--- src/rtl/stopwatch_ctrl.sv ---
// Stopwatch control FSM: button conditioning, tick prescaler and increment/clear/hold generation.
// Optional STOPWATCH_DEBOUNCE_EN inserts a per-button debouncer between the synchroniser and the edge detector.
module stopwatch_ctrl #(
  parameter int TICK_DIV   = 500000,
  parameter int WRAP       = 0,
  parameter int DEB_CYCLES = 65536
) (
  input  logic       clock,
  input  logic       reset,
  input  logic       btn_start,
  input  logic       btn_lap,
  input  logic       btn_clear,
  input  logic       at_max,
  output logic       inc,
  output logic       clr,
  output logic       hold,
  output logic [1:0] state,
  output logic       run_led
);

  localparam int            PW     = $clog2(TICK_DIV);
  localparam logic [PW-1:0] P_LAST = PW'(TICK_DIV - 1);

  typedef enum logic [1:0] {
    S_IDLE  = 2'b00,
    S_RUN   = 2'b01,
    S_PAUSE = 2'b10,
    S_LAP   = 2'b11
  } state_t;

  if (TICK_DIV < 2 || DEB_CYCLES < 1) begin : g_param_check
    $error("stopwatch_ctrl: TICK_DIV must be >= 2 and DEB_CYCLES >= 1");
  end

  // Bit order everywhere below: {clear, start, lap}.
  logic [2:0] btn_raw, sync1, sync2, btn_lvl, btn_hist, press;
  assign btn_raw = {btn_clear, btn_start, btn_lap};

  // Flops reset high so a button held through reset release is not seen as a press.
  always_ff @(posedge clock or negedge reset) begin
    if (!reset) begin
      sync1    <= '1;
      sync2    <= '1;
      btn_hist <= '1;
      press    <= '0;
    end else begin
      sync1    <= btn_raw;
      sync2    <= sync1;
      btn_hist <= btn_lvl;
      press    <= btn_lvl & ~btn_hist;
    end
  end

`ifdef STOPWATCH_DEBOUNCE_EN
  localparam int DW = $clog2(DEB_CYCLES + 1);
  logic [DW-1:0] deb_cnt [3];

  always_ff @(posedge clock or negedge reset) begin
    if (!reset) begin
      btn_lvl <= '1;
      for (int i = 0; i < 3; i++) deb_cnt[i] <= '0;
    end else begin
      for (int i = 0; i < 3; i++) begin
        if (sync2[i] == btn_lvl[i]) begin
          deb_cnt[i] <= '0;
        end else if (deb_cnt[i] == DW'(DEB_CYCLES - 1)) begin
          btn_lvl[i] <= sync2[i];
          deb_cnt[i] <= '0;
        end else begin
          deb_cnt[i] <= deb_cnt[i] + DW'(1);
        end
      end
    end
  end
`else
  assign btn_lvl = sync2;
`endif

  logic press_clear, press_start, press_lap;
  assign press_clear = press[2];
  assign press_start = press[1];
  assign press_lap   = press[0];

  state_t        cur, nxt;
  logic [PW-1:0] presc;
  logic          counting, tick, saturate, clr_nxt, presc_zero;

  // RUN and LAP are exactly the states with bit 0 set.
  assign counting = cur[0];
  assign tick     = counting && (presc == P_LAST);
  assign saturate = tick && at_max && (WRAP == 0);

  always_ff @(posedge clock or negedge reset) begin
    if (!reset) begin
      cur   <= S_IDLE;
      hold  <= 1'b0;
      clr   <= 1'b0;
      presc <= '0;
    end else begin
      cur  <= nxt;
      hold <= (nxt == S_LAP);
      clr  <= clr_nxt;
      if (presc_zero)
        presc <= '0;
      else if (counting)
        presc <= tick ? '0 : presc + PW'(1);
    end
  end

  always_comb begin
    nxt        = cur;
    clr_nxt    = 1'b0;
    presc_zero = 1'b0;
    case (cur)
      S_IDLE: begin
        if (press_clear) begin
          clr_nxt    = 1'b1;
          presc_zero = 1'b1;
        end else if (press_start) begin
          nxt        = S_RUN;
          presc_zero = 1'b1;
        end
      end
      S_RUN: begin
        if (press_start)    nxt = S_PAUSE;
        else if (press_lap) nxt = S_LAP;
      end
      S_LAP: begin
        if (press_start)    nxt = S_PAUSE;
        else if (press_lap) nxt = S_RUN;
      end
      S_PAUSE: begin
        if (press_clear) begin
          nxt        = S_IDLE;
          clr_nxt    = 1'b1;
          presc_zero = 1'b1;
        end else if (press_start) begin
          nxt = S_RUN;
        end
      end
      default: nxt = S_IDLE;
    endcase
    // Reaching 5999 without rollover auto-pauses, overriding any button action.
    if (saturate) nxt = S_PAUSE;
  end

  always_comb begin
    inc     = tick && !(at_max && (WRAP == 0));
    run_led = cur[0];
  end

  assign state = cur;

endmodule

--- config.mk ---
export PLATFORM = sky130hd
export DESIGN_NAME = stopwatch_ctrl
export DESIGN_NICKNAME = d
export VERILOG_FILES = /design/src/rtl/stopwatch_ctrl.sv
export SDC_FILE = /design/constraint.sdc
export NUM_CORES = 1
export LEC_CHECK = 0
export CORE_MARGIN = 3
export CORE_UTILIZATION = 57
export CTS_CLUSTER_SIZE = 30
export DETAILED_ROUTE_END_ITERATION = 12
export PLACE_DENSITY = 0.89
export SKIP_CTS_REPAIR_TIMING = 1
export SLEW_MARGIN = 25
export SYNTH_ARGS = -nofsm -noshare
export SYNTH_HDL_FRONTEND = slang
export SYNTH_SLANG_ARGS = --single-unit
export TNS_END_PERCENT = 100
--- constraint.sdc ---
create_clock -name clock -period 2.2 [get_ports clock]
set_clock_uncertainty 0.15 [all_clocks]
set_input_delay 0.22 -clock clock [delete_from_list [all_inputs] [get_ports clock]]
set_output_delay 0.22 -clock clock [all_outputs]
set_load 0.1 [all_outputs]
==> results of run 1 <==
[report_power, final]
part,internal [mW],leakage [nW],switching [mW]
Combinational,0.173,0.334,0.460
Clock,0.123,0.0282,0.212
Sequential,0.722,0.437,0.0829
Total,1.02,0.799,0.755
[per-layer routing]
layer | share of wire (%) | global-route usage, % | up-vias
li1 | - | - | 587
met1 | 43 | 26.6 | 600
met2 | 47 | 31.0 | 58
met3 | 7.3 | 6.48 | 14
met4 | 2.6 | 8.23 | 0
met5 | 0 | 0 | -
[worst paths after layout]
path	start	endpoint	cells after the start	slack (ns)
max	presc[16]$_DFFE_PN0P_	inc	4	0.10
min	reset	presc[18]$_DFFE_PN0P_	2	0.12
max reg2reg	presc[5]$_DFFE_PN0P_	presc[14]$_DFFE_PN0P_	5	0.21
min reg2reg	sync1[0]$_DFF_PN1_	btn_lvl[0]$_DFF_PN1_	0	0.21
max in group asynchronous	reset	btn_hist[2]$_DFF_PN1_	2	1.42
min in group clock	btn_start	sync1[1]$_DFF_PN1_	1	0.14
[per-stage QoR]
stage | area, um2 | setup WS, ns | utilization [%] | cells
after floorplan | 1680 | -0.272 | - | 155
after global placement | 1790 | 0.254 | 68.6 | 193
after detailed placement | 1790 | 0.154 | 68.6 | 193
after CTS | 1850 | -0.129 | 70.6 | 201
after global routing | 1890 | -0.0292 | 72.4 | 203
final | 1890 | 0.105 | 72.4 | 203
[worst max-delay path: cells and delay by family, from the launching register on]
kind / cells / cell delay [ns]
flops: 1 / 0.43
buf+inv: 1 / 0.21
simple gates: 3 / 0.74
[flip-flops by register name, summed over array words and instances (netlist names)]
name,flops
hold,1
press,3
sync1,3
state,2
clr,1
btn_hist,3
btn_lvl,3
presc,19
[cell usage in the layout (no fill, tap or decap), drive strengths merged, types with 2 or more instances in the layout]
master	count
o21ai	13
nor4	5
and3	2
nor3	7
or3	4
buf	10
dfrtp	26
clkbuf	6
inv	3
nor2b	6
dfstp	9
xnor2	4
and4	4
nor2	13
clkdlybuf4s50	5
xor2	6
and2	2
nor4b	2
a21oi	5
a22o	2
nand2	14
nand4	7
nand3	8
[final cells by class]
type	count	area share, %
clock buffers	6	2.18
clock inverters	2	0.661
inverters	3	0.595
well taps	30	1.98
flip-flops and latches	35	47.4
multi-input cells	112	39.9
repair buffers	15	7.28
[cells by family (layout without fill, tap and decap cells)]
kind of cell	after synthesis	in the layout	share of synthesized area (%)
buffers and inverters	8	26	2.74
XOR/XNOR	10	10	5.32
adder cells (fa/ha/maj)	1	1	0.760
AND/OR/NAND/NOR	76	76	27.7
multiplexers	2	2	1.52
AO/OA/AOI/OAI	23	23	8.13
flip-flops	35	35	53.9
==> flow_summary.json, run 1 <==
{
  "start_util_pct": 63.0,
  "worst_pin_slew_ns": 0.443,
  "overflow": 0,
  "ant_nets": 0,
  "routed_via_density": 6.20,
  "synthArstFlopShare_pct": 100,
  "drive_gt1_share_pct": 28.3,
  "tns_ns": 0,
  "path_clk_slew_ns": 0.11,
  "grt_usage_pct": 20.3,
  "slew_headroom_pct": 70.5,
  "fillers": 190,
  "synth_fp_nets": 162,
  "clockRootBuffer": "clkbuf_4",
  "fin_crit_ns": 2.10,
  "grt_pass1_vias": 1201,
  "gp_congestion": 0.801,
  "regArea_um2": 897,
  "cp_cell_sequence": "and3_4 > nand4b_1 > nor4_4 > buf_12",
  "cpPeakStageDelay_ns": 0.43,
  "io_pins": 12,
  "vias": 1259,
  "grt_pass1_wl_um": 5370,
  "ys_seq_elements": 35,
  "hold_class": "in2async",
  "max_cap_violations": 0,
  "place.detailed.hpwl_um": 2190,
  "dr.pass1.iters": 4,
  "crit_fanout": 4,
  "synthFlopType": "dfrtp_1",
  "synth_cell_types": 39,
  "cp-end-kind": "primary output",
  "cts_tree": "built",
  "synth_most_common_cell": "dfrtp_1",
  "power_density_nw_per_um2": 938,
  "cts.sinks": 35,
  "wirelength_um": 3200,
  "crit_type": "reg2out",
  "grt_max_degree": 36,
  "antennaDiodeCount": 0,
  "synth_top_area_cell": "dfrtp_1",
  "wl_per_cell_um": 15.8,
  "multi_input_area_um2": 754,
  "ys_warn_count": 0,
  "arrival_ns": 1.73,
  "fin_crit_sh_pct": 95.2,
  "final_nets": 179,
  "dieWidth_um": 59.7,
  "syn_to_final_growth_pct": 14.9,
  "grt_antenna_before_repair": 0,
  "ir_drop_mv": 1.29,
  "syn_area_um2": 1650,
  "cts_buffer_depth": 2,
  "fmax_mhz": 477,
  "whs_ns": 0.122,
  "maxSlewViolCount": 0,
  "synth_top_area_share_pct": 39.5,
  "status": "finished clean",
  "setup_viol": 0,
  "die_h_um": 59.7,
  "synthTopCellsByArea": "dfrtp_1, dfstp_2, nand2_1, xor2_1, nor2_1",
  "total_power_mw": 1.77,
  "hold_viol": 0,
  "core-area_um2": 2610,
  "synthTopCellsByCount": "dfrtp_1, nand2_1, nor2_1",
  "avgSynthCellArea_um2": 10.6,
  "h-tree-depth": 2,
  "critPathLaunchType": "register",
  "worstPathRequired_ns": 1.83,
  "synth-edff-count": 0,
  "die-area_um2": 3570,
  "p_leak_nw": 0.799,
  "cp_slowest_cell": "dfrtp_1",
  "rows": 18,
  "drcViolationCount": 0,
  "first_iter_violations": 72,
  "numCtsBuffers": 5,
  "seq_area_frac_synth_pct": 53.9,
  "clk_latency_ns": 0.34,
  "syn_inst": 155,
  "io_buffers": 11
}
No activity file was read; power rests on OpenSTA's default activity.
==> run 2, diff against run 1 <==
--- a/config.mk
+++ b/config.mk
@@ -6,10 +6,10 @@
 export NUM_CORES = 1
 export LEC_CHECK = 0
 export CORE_MARGIN = 3
-export CORE_UTILIZATION = 57
+export CORE_UTILIZATION = 45
 export CTS_CLUSTER_SIZE = 30
 export DETAILED_ROUTE_END_ITERATION = 12
-export PLACE_DENSITY = 0.89
+export PLACE_DENSITY = 0.75
 export SKIP_CTS_REPAIR_TIMING = 1
 export SLEW_MARGIN = 25
 export SYNTH_ARGS = -nofsm -noshare
==> flow_summary.json, run 2 (synthesized netlist as in run 1, its figures left out) <==
{
  "clk_latency_ns": 0.29,
  "cts.sinks": 35,
  "wl_per_cell_um": 14.6,
  "ant_nets": 0,
  "cp-end-kind": "primary output",
  "gp_congestion": 0.856,
  "fin_crit_sh_pct": 95.7,
  "netSwitchingFraction_pct": 40.8,
  "power_density_nw_per_um2": 984,
  "setup_viol": 0,
  "die-area_um2": 4420,
  "start_util_pct": 47.8,
  "dieWidth_um": 66.5,
  "io_buffers": 11,
  "p_int_mw": 1.12,
  "crit_path_end": "inc",
  "dr.pass1.iters": 4,
  "drcViolationCount": 0,
  "layout_setup_ws_ns": 0.0945,
  "rows": 21,
  "place.detailed.hpwl_um": 2230,
  "r2r_end": "presc[14]$_DFFE_PN0P_",
  "slew_headroom_pct": 71.6,
  "crit_type": "reg2out",
  "grt_antenna_before_repair": 0,
  "numCtsBuffers": 5,
  "crit_fanout": 5,
  "grt_usage_pct": 16.4,
  "worstSetupStartpoint": "presc[1]$_DFFE_PN0P_",
  "rr_worst_depth": 5,
  "h-tree-depth": 2,
  "critPathLaunchType": "register",
  "vias": 1239,
  "grt_max_degree": 36,
  "fillers": 287,
  "dp_slack_ns": 0.172,
  "hold_class": "in2async",
  "fmax_mhz": 475,
  "overflow": 0,
  "final_common_cell": "dfrtp_1",
  "worst_pin_slew_ns": 0.427,
  "switchingPower_mw": 0.774,
  "antennaDiodeCount": 0,
  "largest_reg_flops": 19,
  "p_clk_share_pct": 23.5,
  "p_leak_nw": 0.818,
  "fin_crit_ns": 2.11,
  "grt_pass1_vias": 1167,
  "routed_via_density": 5.66,
  "path_clk_slew_ns": 0.07,
  "die_h_um": 66.5,
  "grt_pass1_wl_um": 5300,
  "syn_to_final_growth_pct": 17.1,
  "max_cap_violations": 0,
  "core-area_um2": 3440,
  "drive_gt1_share_pct": 25.4,
  "rrSetupSlack_ns": 0.24,
  "hold_viol": 0,
  "cts_buffer_depth": 2,
  "total_power_mw": 1.90,
  "wirelength_um": 3190,
  "regMostFlops": "presc",
  "worstPathRequired_ns": 1.83,
  "arrival_ns": 1.74,
  "seqPwrFrac_pct": 42.6,
  "final_nets": 179,
  "layout_common_cells": "dfrtp_1, nor2_1, nand2_1",
  "maxSlewViolCount": 0,
  "ir_drop_mv": 0.355,
  "pwr-share-comb_pct": 33.9,
  "status": "finished clean",
  "clockRootBuffer": "clkbuf_8",
  "r2r_start": "presc[5]$_DFFE_PN0P_",
  "first_iter_violations": 135,
  "io_pins": 12,
  "cts_tree": "built"
}
[run 2: layout make-up]
cell class	count	area, um2	share of cell area, %
timing repair buffer	15	138	7.14
clock inverter	2	12.5	0.649
clock buffer	6	72.6	3.76
inverter	3	11.3	0.584
multi-input combinational	112	743	38.5
tap	46	57.6	2.99
sequential	35	893	46.3
[run 2: power groups by stage]
stage	clock (mW)	combinational, mW	sequential, mW
global route	0.487	0.690	0.819
finish	0.446	0.643	0.808
CTS	0.466	0.618	0.809
floorplan	0	0.321	0.980
global placement	0	0.603	0.810
detailed placement	0	0.616	0.821
[run 2: per-layer routing]
layer,track usage [%],share of wire [%]
met5,0,0
met4,11.4,3.2
met3,4.72,5.0
met2,24.4,49
met1,20.3,43
[run 2: how the worst min path moves through the flow]
stage,end,cells past startpoint
floorplan,clr$_DFF_PN0_,0
global placement,btn_lvl[2]$_DFF_PN1_,0
detailed placement,btn_lvl[2]$_DFF_PN1_,0
CTS,sync1[0]$_DFF_PN1_,1
global route,sync1[2]$_DFF_PN1_,1
finish,presc[12]$_DFFE_PN0P_,2
[run 2: through the flow]
| stage | instance area (um2) | instances | utilization, % | hold slack (ns) | TNS (ns) |
|---|---|---|---|---|---|
| after global placement | 1810 | 209 | 52.6 | 0.195 | 0 |
| after floorplan | 1680 | 155 | - | -0.226 | -0.272 |
| after global routing | 1930 | 219 | 56.0 | 0.177 | -0.00382 |
| after detailed placement | 1810 | 209 | 52.6 | 0.199 | 0 |
| after CTS | 1900 | 217 | 55.1 | 0.173 | -0.0996 |
| final | 1930 | 219 | 56.0 | 0.185 | 0 |
[run 2: worst max-delay path, stage by stage (launching register included)]
cell     delay [ns]
dfrtp_1        0.37
ha_2           0.22
and4_4         0.25
nand2_2        0.11
nor4_4         0.28
buf_12         0.21
==> variant, RTL diff (flow settings as in run 1) <==
Build with the macro `STOPWATCH_DEBOUNCE_EN` defined.
--- a/src/rtl/stopwatch_ctrl.sv
+++ b/src/rtl/stopwatch_ctrl.sv
@@ -1,5 +1,7 @@
 // Stopwatch control FSM: button conditioning, tick prescaler and increment/clear/hold generation.
 // Optional STOPWATCH_DEBOUNCE_EN inserts a per-button debouncer between the synchroniser and the edge detector.
+`define STOPWATCH_DEBOUNCE_EN
+
 module stopwatch_ctrl #(
   parameter int TICK_DIV   = 500000,
   parameter int WRAP       = 0,
Check against the original RTL: not equivalent (a bounded check fails within 10 cycles, from zero or initial values and one cycle with reset low).
==> variant against run 1 <==
Highest routed layer unchanged. The run now ends with setup timing left. Critical path type unchanged. Synthesized cell count grew to 2.6 times the old value. Setup slack worse by 200 ps. Wire length is 150% higher. Power is 72% higher. Design area grew to 2.6 times the old value. Sequential cell count is 54 higher. Area after synthesis grew to 2.6 times the old value. Largest cell class unchanged. Critical path depth stayed put.
==> variant: results (changes against run 1) <==
placement:
  postPlaceCellArea_um2: 4481  # was 1792 um^2
  place.gp.congestion: 0.8681  # was 0.8009
  dp_cells: 510  # was 193
  dpl.hpwl_um: 5379  # was 2194 um
timing:
  worstMarginPinSlew_ps: 591.1  # was 442.7 ps
  finalSetupViolCount: 1  # was 0
  fin_worst_hold_slack_ps: 112.4  # was 121.6 ps
  fin_ws_ps: -99.24  # was 104.7 ps
critical_path:
  setup.worst_path.start: "presc[13]"  # was presc[16]
  timing.rr.start: "deb_cnt[34]"  # was presc[5]
  max_stage_delay_ps: 470  # was 430 ps
power:
  powerDensity_nw_per_um2: 630.5  # was 937.6 nW/um^2
  p_seq_share_pct: 55.0  # was 45.4%
  irDropWorstVdd_v: 0.0005099  # was 0.001294 V
  total_leakage_power_uw: 0.002010  # was 0.0007992 uW
  p_total_uw: 3051  # was 1774 uW
  p_switching_uw: 650.0  # was 755.3 uW
global_routing:
  met3_usage_pct: 5.168  # was 6.479%
  grtUsageTotal_pct: 20.07  # was 20.30%
  use_met1_pct: 25.00  # was 26.64%
  grt_max_degree: 49  # was 36
  grt_pass1_wl_um: 13690  # was 5368 um
  met2_usage_pct: 33.64  # was 31.02%
drt:
  drt-met1-wl_um: 3450  # was 1384 um
  wl_met3_um: 357  # was 233 um
  drtIter0Drc: 139  # was 72
clocking:
  worstSkewPairLatency_ps: 360  # was 340 ps
  htree_levels: 3  # was 2
synthesis:
  avgSynthCellArea_um2: 10.48  # was 10.62 um^2
  synth_top_cells_by_area: "dfrtp_1 46%, dfstp_2 7.5%, xor2_1 6.2%, nor2_1 4.9%, nand4_1 3.1%"  # was dfrtp_1 40%, dfstp_2 14%, nand2_1 3.2%, xor2_1 3.2%, nor2_1 3.0%
  netlist-cell-type-count: 49  # was 39
  syn_nets: 413  # was 162
  ys_top_cells_by_count: "77 x dfrtp_1, 55 x nor2_1, 30 x xor2_1, 21 x nand2_1, 21 x nand4_1"  # was 26 x dfrtp_1, 14 x nand2_1, 13 x nor2_1, 9 x dfstp_2, 9 x o21ai_0
run_status:
  status: "finished, violations left"  # was complete, no violations
  violations: "setup timing"
final_layout:
  nNetsFinal: 445  # was 179
  layout-drive-gt1-share_pct: 18.41  # was 28.32%
  fillers: 533  # was 190
worst_hold_path:
  worstHoldPathType: "primary input to flop"  # was primary input to asynchronous set/reset pin
variant: cell count changes in the layout (fill, tap and decap cells not counted), moves of 10 or more:
cell	delta
dfrtp_1	+50
nor2_1	+42
xor2_1	+24
buf_4	+17
nand4_1	+17
clkbuf_8	+11
xnor2_1	+11
a21oi_1	+10
inv_1	+10
nand3_1	+10
variant: cell families (layout without fill, tap and decap cells):
group	after synthesis	count (layout)	synth area share, %
and+or+nand+nor	176	176	21.99
muxes	5	5	1.274
adders and majority gates	4	4	1.185
buffers and inverters	25	62	3.200
AOI/OAI and AO/OA	59	59	9.926
xor gates and xnor gates	45	45	9.333
DFF	89	89	53.10
variant: cell type report:
cell class | instances | area share (%)
inverters | 13 | 1.009
well taps | 96 | 2.483
clock inverters | 4 | 1.526
multi-input cells | 289 | 39.31
clock buffers | 12 | 3.207
flip-flops and latches | 89 | 46.57
repair buffers | 33 | 5.896
